<file path="src/rtl/everloop_rx.sv">
// everloop_rx: one-wire LED frame receiver.
// Decodes the pulse-width-encoded LED data line into bytes and emits a write per byte.
//   clk        : single clock, rising edge
//   rst        : asynchronous active-low reset
//   everloop_d : asynchronous one-wire data line (idle low)
//   address    : write address of the decoded byte (0..n_bytes)
//   data_RGB   : decoded byte, MSB received first
//   we         : one-cycle write strobe qualifying address/data_RGB
//   frame_done : one-cycle pulse at a valid end of frame
//   err        : sticky error flag, cleared on the first rising edge of the next frame
module everloop_rx #(
    parameter int unsigned input_clk_MHz = 5,
    parameter int unsigned n_bytes       = 141
) (
    input  logic       clk,
    input  logic       rst,
    input  logic       everloop_d,
    output logic [7:0] address,
    output logic [7:0] data_RGB,
    output logic       we,
    output logic       frame_done,
    output logic       err
);

    localparam int unsigned MinHi = input_clk_MHz;
    localparam int unsigned Split = input_clk_MHz * 9 / 2;
    localparam int unsigned MaxHi = input_clk_MHz * 8;
    localparam int unsigned Gap   = input_clk_MHz * 100;
    localparam int unsigned CntW  = $clog2(Gap) + 1;

    localparam logic [CntW-1:0] MinHiC  = CntW'(MinHi);
    localparam logic [CntW-1:0] SplitC  = CntW'(Split);
    localparam logic [CntW-1:0] MaxHiC  = CntW'(MaxHi);
    localparam logic [CntW-1:0] GapC    = CntW'(Gap);
    localparam logic [7:0]      NBytesA = 8'(n_bytes);

    typedef enum logic [1:0] {StSync, StArmed, StHigh, StLow} state_e;

    state_e            state_q, state_d;
    logic              sync1_q, sync2_q, prev_q;
    logic [CntW-1:0]   cnt_q, cnt_d;
    logic [7:0]        shift_q, shift_d;
    logic [2:0]        bitcnt_q, bitcnt_d;
    logic [7:0]        addr_q, addr_d;
    logic [7:0]        data_q, data_d;
    logic              we_q, we_d;
    logic              fd_q, fd_d;
    logic              err_q, err_d;
    logic              rise, fall;
    logic              bit_v;

    // Edges are seen on the synchronized line, two cycles after the pin.
    assign rise = sync2_q & ~prev_q;
    assign fall = ~sync2_q & prev_q;

    // One counter measures the current level's duration; saturates at the gap length.
    always_comb begin
        cnt_d = cnt_q;
        if (rise || fall) begin
            cnt_d = '0;
        end else if (cnt_q != GapC) begin
            cnt_d = cnt_q + 1'b1;
        end
    end

    always_comb begin
        state_d  = state_q;
        shift_d  = shift_q;
        bitcnt_d = bitcnt_q;
        addr_d   = addr_q;
        data_d   = data_q;
        we_d     = 1'b0;
        fd_d     = 1'b0;
        err_d    = err_q;
        bit_v    = 1'b0;

        // Address advances the cycle after the write strobe.
        if (we_q) begin
            addr_d = addr_q + 8'd1;
        end

        unique case (state_q)
            StSync: begin
                bitcnt_d = '0;
                shift_d  = '0;
                if (!sync2_q && cnt_q == GapC) begin
                    state_d = StArmed;
                end
            end
            StArmed: begin
                addr_d   = '0;
                bitcnt_d = '0;
                shift_d  = '0;
                if (rise) begin
                    state_d = StHigh;
                    err_d   = 1'b0;
                end
            end
            StHigh: begin
                if (fall) begin
                    state_d = StLow;
                    if (cnt_q < MinHiC) begin
                        err_d = 1'b1;  // glitch: bit dropped, byte continues
                    end else begin
                        bit_v    = (cnt_q >= SplitC);
                        shift_d  = {shift_q[6:0], bit_v};
                        bitcnt_d = bitcnt_q + 3'd1;
                        if (bitcnt_q == 3'd7) begin
                            if (addr_q == NBytesA) begin
                                err_d = 1'b1;  // frame overrun: byte discarded
                            end else begin
                                data_d = {shift_q[6:0], bit_v};
                                we_d   = 1'b1;
                            end
                        end
                    end
                end else if (cnt_q >= MaxHiC) begin
                    err_d    = 1'b1;
                    bitcnt_d = '0;
                    shift_d  = '0;
                    state_d  = StSync;
                end
            end
            StLow: begin
                if (rise) begin
                    state_d = StHigh;
                end else if (cnt_q == GapC) begin
                    state_d = StArmed;
                    if (bitcnt_q != 3'd0) begin
                        err_d    = 1'b1;
                        bitcnt_d = '0;
                        shift_d  = '0;
                    end else if (addr_q != 8'd0) begin
                        fd_d = 1'b1;
                    end
                end
            end
            default: state_d = StSync;
        endcase
    end

    always_ff @(posedge clk or negedge rst) begin
        if (!rst) begin
            state_q  <= StSync;
            sync1_q  <= 1'b0;
            sync2_q  <= 1'b0;
            prev_q   <= 1'b0;
            cnt_q    <= '0;
            shift_q  <= '0;
            bitcnt_q <= '0;
            addr_q   <= '0;
            data_q   <= '0;
            we_q     <= 1'b0;
            fd_q     <= 1'b0;
            err_q    <= 1'b0;
        end else begin
            state_q  <= state_d;
            sync1_q  <= everloop_d;
            sync2_q  <= sync1_q;
            prev_q   <= sync2_q;
            cnt_q    <= cnt_d;
            shift_q  <= shift_d;
            bitcnt_q <= bitcnt_d;
            addr_q   <= addr_d;
            data_q   <= data_d;
            we_q     <= we_d;
            fd_q     <= fd_d;
            err_q    <= err_d;
        end
    end

    assign address    = addr_q;
    assign data_RGB   = data_q;
    assign we         = we_q;
    assign frame_done = fd_q;
    assign err        = err_q;

endmodule

</file>
<file path="config.mk">
export PLATFORM = sky130hd
export DESIGN_NAME = everloop_rx
export DESIGN_NICKNAME = d
export VERILOG_FILES = /design/src/rtl/everloop_rx.sv
export SDC_FILE = /design/constraint.sdc
export NUM_CORES = 1
export LEC_CHECK = 0
export CORE_MARGIN = 2
export CORE_UTILIZATION = 45
export CTS_CLUSTER_DIAMETER = 200
export DETAILED_ROUTE_END_ITERATION = 6
export PLACE_DENSITY = 0.62
export SYNTH_ARGS = -nofsm -noshare
export SYNTH_HDL_FRONTEND = slang
export SYNTH_SLANG_ARGS = --single-unit
</file>
<file path="constraint.sdc">
create_clock -name clk -period 2.2 [get_ports clk]
set_input_delay 0.44 -clock clk [delete_from_list [all_inputs] [get_ports clk]]
set_output_delay 0.44 -clock clk [all_outputs]
set_load 0.02 [all_outputs]
</file>
Yosys cells after proc, flatten, opt, wreduce, memory -nomap -nowiden
Cells that the tools add are included.
- flip-flop bits (word level): 44
- input port bits: 3
- output and inout bits: 19
- word-level logic and storage cells: 100
- add/subtract/negate cells: 3
- order comparisons: 3
- equal/unequal tests: 17
- mux-type cells: 45
- bitwise operators: 6
- reductions and logical operators: 14
- operator list (kind ; number):
    $mux W7 ; 6
    $pmux W7 S3 ; 1
    $mux W10 ; 2
    $mux W1 ; 19
    $mux W3 ; 6
    $mux W8 ; 2
    $mux W2 ; 6
    $add A10 B1 Y10 const B ; 1
    $eq A10 B9 Y1 const B ; 1
    $ge A10 B5 Y1 const B ; 1
    $ge A10 B6 Y1 const B ; 1
    $lt A10 B3 Y1 const B ; 1
    $ne A10 B9 Y1 const B ; 1
    $ne A2 B2 Y1 const B ; 5
    $reduce_and A5 Y1 ; 2
    $ne A3 B3 Y1 const B ; 3
    $pmux W3 S3 ; 1
    $add A8 B1 Y8 const B ; 1
    $eq A8 B8 Y1 const B ; 1
    $ne A4 B4 Y1 const B ; 2
    $pmux W2 S4 ; 1
    $reduce_and A8 Y1 ; 1
    $reduce_bool A8 Y1 ; 1
    $reduce_bool A3 Y1 ; 2
    other kinds (14) ; 20

Longest topological paths before layout
- word-level depth: 6
- gate-level depth with buffers: 8
- gate-level depth less buffers: 7

Worst setup path after synthesis
OpenSTA, ideal clock, no wires.
- path kind: reg-to-reg
- start: reg cnt_q[0]
- end: reg err_q, in the netlist err
- setup time: 128 ps
- arrival: 1739 ps
- required time: 2072 ps
- slack: 333 ps
- stages on the path, launching flop included: 8
- buffers on the path: 0
- period minus slack after synthesis: 1867 ps
- cells stage by stage: dfrtp_1 inv_1 ha_1 nand2_1 o41ai_2 nand3_1 nor4_2 mux2_1
- longest elaborated chain between the ends: 4
- elaborated cells on any way between the ends: 11
- classes of those cells: 2 x order compare; 5 x eq/ne; 3 x mux; 1 x reduce/logical
- RTL lines (element ; line ; source):
    from (decl) ; 41 ; logic [CntW-1:0] cnt_q, cnt_d;
    from (signal assigned) ; 161 ; cnt_q <= cnt_d;
    $lt A10 B3 Y1 ; 102 ; if (cnt_q < MinHiC) begin
    $mux W1 ; 102 ;
    $mux W1 ; 100 ; if (fall) begin
    $pmux W1 S3 ; 82 ; unique case (state_q)
    to (signal assigned) ; 168 ; err_q <= err_d;
    to (decl) ; 48 ; logic err_q, err_d;
Parallel ways exist; a longest one is shown, timed or not.
A chain may end at the register's enable or synchronous reset.

Worst setup path after layout
- start: reg cnt_q[1]
- end: reg err_q, in the netlist err
The elaborated chain is that of the path after synthesis.

==> metrics.md <==
| Metric | Value |
|---|---|
| Setup tns final | `0 ns` |
| Later-pin clock latency in the skew report | `0.29 ns` |
| Post-synth net total | `204` |
| Actual slew at the worst max-slew pin | `0.640 ns` |
| Startpoint Class | `flip-flop` |
| Share of the synthesized area in the top cell type | `0.513` |
| Worst vdd ir | `0.000323 V` |
| Status | `complete, no violations` |
| Antenna violations before repair | `0` |
| Part of the power in registers | `0.532` |
| Synth Register Bits | `44` |
| Slew Limit Headroom | `0.573` |
| Mean post-synth cell area | `11.4 um^2` |
| Die height | `73.1 um` |
| Layout Nets | `231` |
| Sequential fraction of the synthesis area | `0.513` |
| Cell chain of the critical path | `inv_1 > ha_1 > nand2_1 > o41ai_2 > nand3_1 > nor4_2 > mux2_1` |
| Metal3 WL | `117 um` |
| Net Switching | `0.326 mW` |
| WL met2 | `1990 um` |
| Area leader, netlist | `dfrtp_1` |
| Vias in the first global route | `1494` |
| Slowest cell on crit path | `dfrtp_1` |
| CP required | `2.38 ns` |
| Via count | `1498` |
| Final hold violation count | `0` |
| Congestion Overflow GR | `0` |
| Starting Density | `0.461` |
| GPL Wtd Cong | `0.833` |
| Die W | `73.1 um` |
| Core Footprint | `0.00466 mm^2` |
| First-pass GRT wire length | `6930 um` |
| Synth warn | `0` |
| RSZ-0062 raised after global routing | `no` |
| DR top layer | `met4` |
| Router iterations before antenna repair | `4` |
| Global Route Usage Sum | `0.169` |
| Setup CP Type | `reg2reg` |
| DRC violations left | `0` |
| Pre-CTS setup slack | `0.192 ns` |
| TritonCTS Buffers | `5` |
| Cells after Synth | `189` |
| Final instance area | `0.00255 mm^2` |
| Clock group share of total power | `0.424` |
| Sw Ratio | `0.207` |
| Met1 Routed Length | `1780 um` |
| Post-synth cell types | `44` |
| Combinational fraction of design power | `0.044` |
| Final wirelength | `3940 um` |
| Skew final | `0.00530 ns` |
| Worst setup EP type | `flip-flop` |
| Power Internal | `1.25 mW` |
| Largest cells by area after synthesis | `dfrtp_1 (51%), ha_1 (7.0%), mux2_2 (4.7%)` |
| Asr flop ratio synth | `1.00` |
| Input/output buffers | `21` |
| Leak | `1.20 nW` |
| Avg WL per Cell | `14.5 um` |
| H-tree levels | `2` |
| PD cells | `616 mW/mm^2` |
| Setup violations, final | `0` |
| Vias per inst | `5.53` |
| Largest net degree at the start of global routing | `31` |
| Top FF cell, synth | `dfrtp_1` |
| Max Slew Vio Count | `0` |
| Tightest Hold Check Type | `in2async` |
| Placed cell area | `0.00243 mm^2` |
| Crit share post-route | `0.913` |
| CP max FO | `7` |
| Post-synth EDFFs | `0` |
| Share of cells above drive strength 1 | `0.152` |
| Clk Tree Root Cell | `clkbuf_8` |
| CTS Sinks | `44` |
| ANT nets after route | `0` |
| Detailed Place HPWL | `2900 um` |
| CTS tree | `built` |
| Crit-path max cell delay | `0.45 ns` |
| Row count | `25` |
| Min Clock Period, post-route | `2.01 ns` |
| Area grow syn2layout | `18.9%` |
| Final worst setup slack | `0.191 ns` |
| Ant. Diodes | `0` |
| Synth Cell Area | `0.00215 mm^2` |
| Clk pin slew, worst setup/hold paths | `0.08 ns` |
| Initial drt markers | `38` |
| Worst r2r src | `cnt_q[1]` |
| I/O pin count | `22` |
| Die area | `0.00534 mm^2` |
| CP Launch Point | `cnt_q[1]` |
| Arrival time at the worst endpoint | `2.19 ns` |
| Max_cap viols | `0` |
| CTS Buffer Depth | `2` |
| Fmax | `498 MHz` |
==> timing repair <==
item / in CTS / in global routing
resized for setup: 0 / 1
hold buffers: 0 / 0
setup buffers: 0 / 0
endpoints found under the hold margin: 0 / 0
endpoints found under the setup margin: 0 / 1
==> through the flow <==
stage / total power, mW / utilization / cells / hold slack [ns]
3_5_place_dp: 0.923 / 0.521 / 263 / 0.338
4_1_cts: 1.59 / 0.548 / 271 / 0.189
5_1_grt: 1.64 / 0.548 / 271 / 0.207
2_1_floorplan: 0.888 / - / 189 / 0.144
3_3_place_gp: 0.918 / 0.521 / 263 / 0.334
6_report: 1.57 / 0.548 / 271 / 0.156
==> sequential cells by signal (all words and copies together), names as in the netlist <==
register,flops
cnt_q,10
address,8
data_RGB,8
shift_q,7
bitcnt_q,3
state_q,2
err,1
frame_done,1
prev_q,1
sync1_q,1
sync2_q,1
we,1
==> layout by cell type, fill, tap and decap left out, types with 2 or more instances in the layout <==
cell type	instances
ha_1	12
or3_1	3
mux2_2	9
a22o_1	9
and2_1	5
and3_1	2
nor3_1	4
xnor2_1	5
a31oi_1	2
xor2_1	6
nor2b_1	2
nor4_2	2
a21oi_1	3
inv_1	10
o21ai_0	6
nand3b_1	3
a21boi_0	3
buf_4	5
nand2_1	8
nand3_1	5
dfrtp_1	44
o21a_1	2
clkbuf_8	7
clkdlybuf4s50_1	20
nand4_1	6
nor2_1	13
==> synth_stat cells, types with 2 or more instances <==
library cell	n
o21ai_0	6
xor2_1	6
nor4_2	2
mux2_2	9
a22o_1	9
and2_1	5
nand2_1	8
ha_1	12
clkbuf_1	4
nor2b_1	2
a21boi_0	3
inv_1	11
or3_1	3
and3_1	2
nor2_1	13
nor3_1	4
nand3_1	5
nand4_1	6
a31oi_1	2
o21a_1	2
dfrtp_1	44
xnor2_1	5
nand3b_1	3
a21oi_1	3
==> worst max-delay path: cells and delay by family, from the launching register on <==
family / cells / cell delay [ns]
mux: 1 / 0.34
simple gates: 3 / 0.55
flops: 1 / 0.45
fa+ha+maj: 1 / 0.14
compound gates: 1 / 0.30
buf+inv: 1 / 0.11
==> path summary, 6_finish.rpt <==
kind                               endpoint  cells after the start  slack [ns]
worst max-delay path                    err                      7        0.19
worst min-delay path             address[2]                      1        0.16
worst max register to register          err                      7        0.19
worst min register to register      sync2_q                      0        0.35
max in group asynchronous       bitcnt_q[0]                      2        1.47
min in group clk                    sync2_q                      0        0.35
==> power groups by stage <==
stage	sequential [mW]	clock (mW)	combinational (mW)
after floorplan	0.848	0	0.0395
after global placement	0.850	0	0.0679
after detailed placement	0.852	0	0.0710
after CTS	0.835	0.685	0.0713
after global routing	0.839	0.723	0.0828
final	0.836	0.667	0.0693
==> layout make-up <==
class | count | area, um^2
well taps | 54 | 67.6
clock buffers | 7 | 96.3
flip-flops and latches | 44 | 1100
repair buffers | 26 | 243
fillers | 393 | 2110
clock inverters | 1 | 30.0
inverters | 11 | 41.3
multi-input cells | 128 | 973
==> kinds of logic (layout without fill, tap and decap cells) <==
logic type,after synthesis,count (layout),share of synthesized area
mux,11,11,0.0571
xor+xnor,11,11,0.0449
compound gates,30,30,0.107
simple gates,64,64,0.174
fa+ha+maj,12,12,0.0699
flops,44,44,0.513
buf+inv,17,45,0.0338
==> routing by layer <==
metal	track usage	up-vias
met5	0	-
met4	0.0617	0
met3	0.0470	5
met2	0.277	23
met1	0.213	752
li1	-	718
Note: power is estimated with default switching activity, not from simulation.
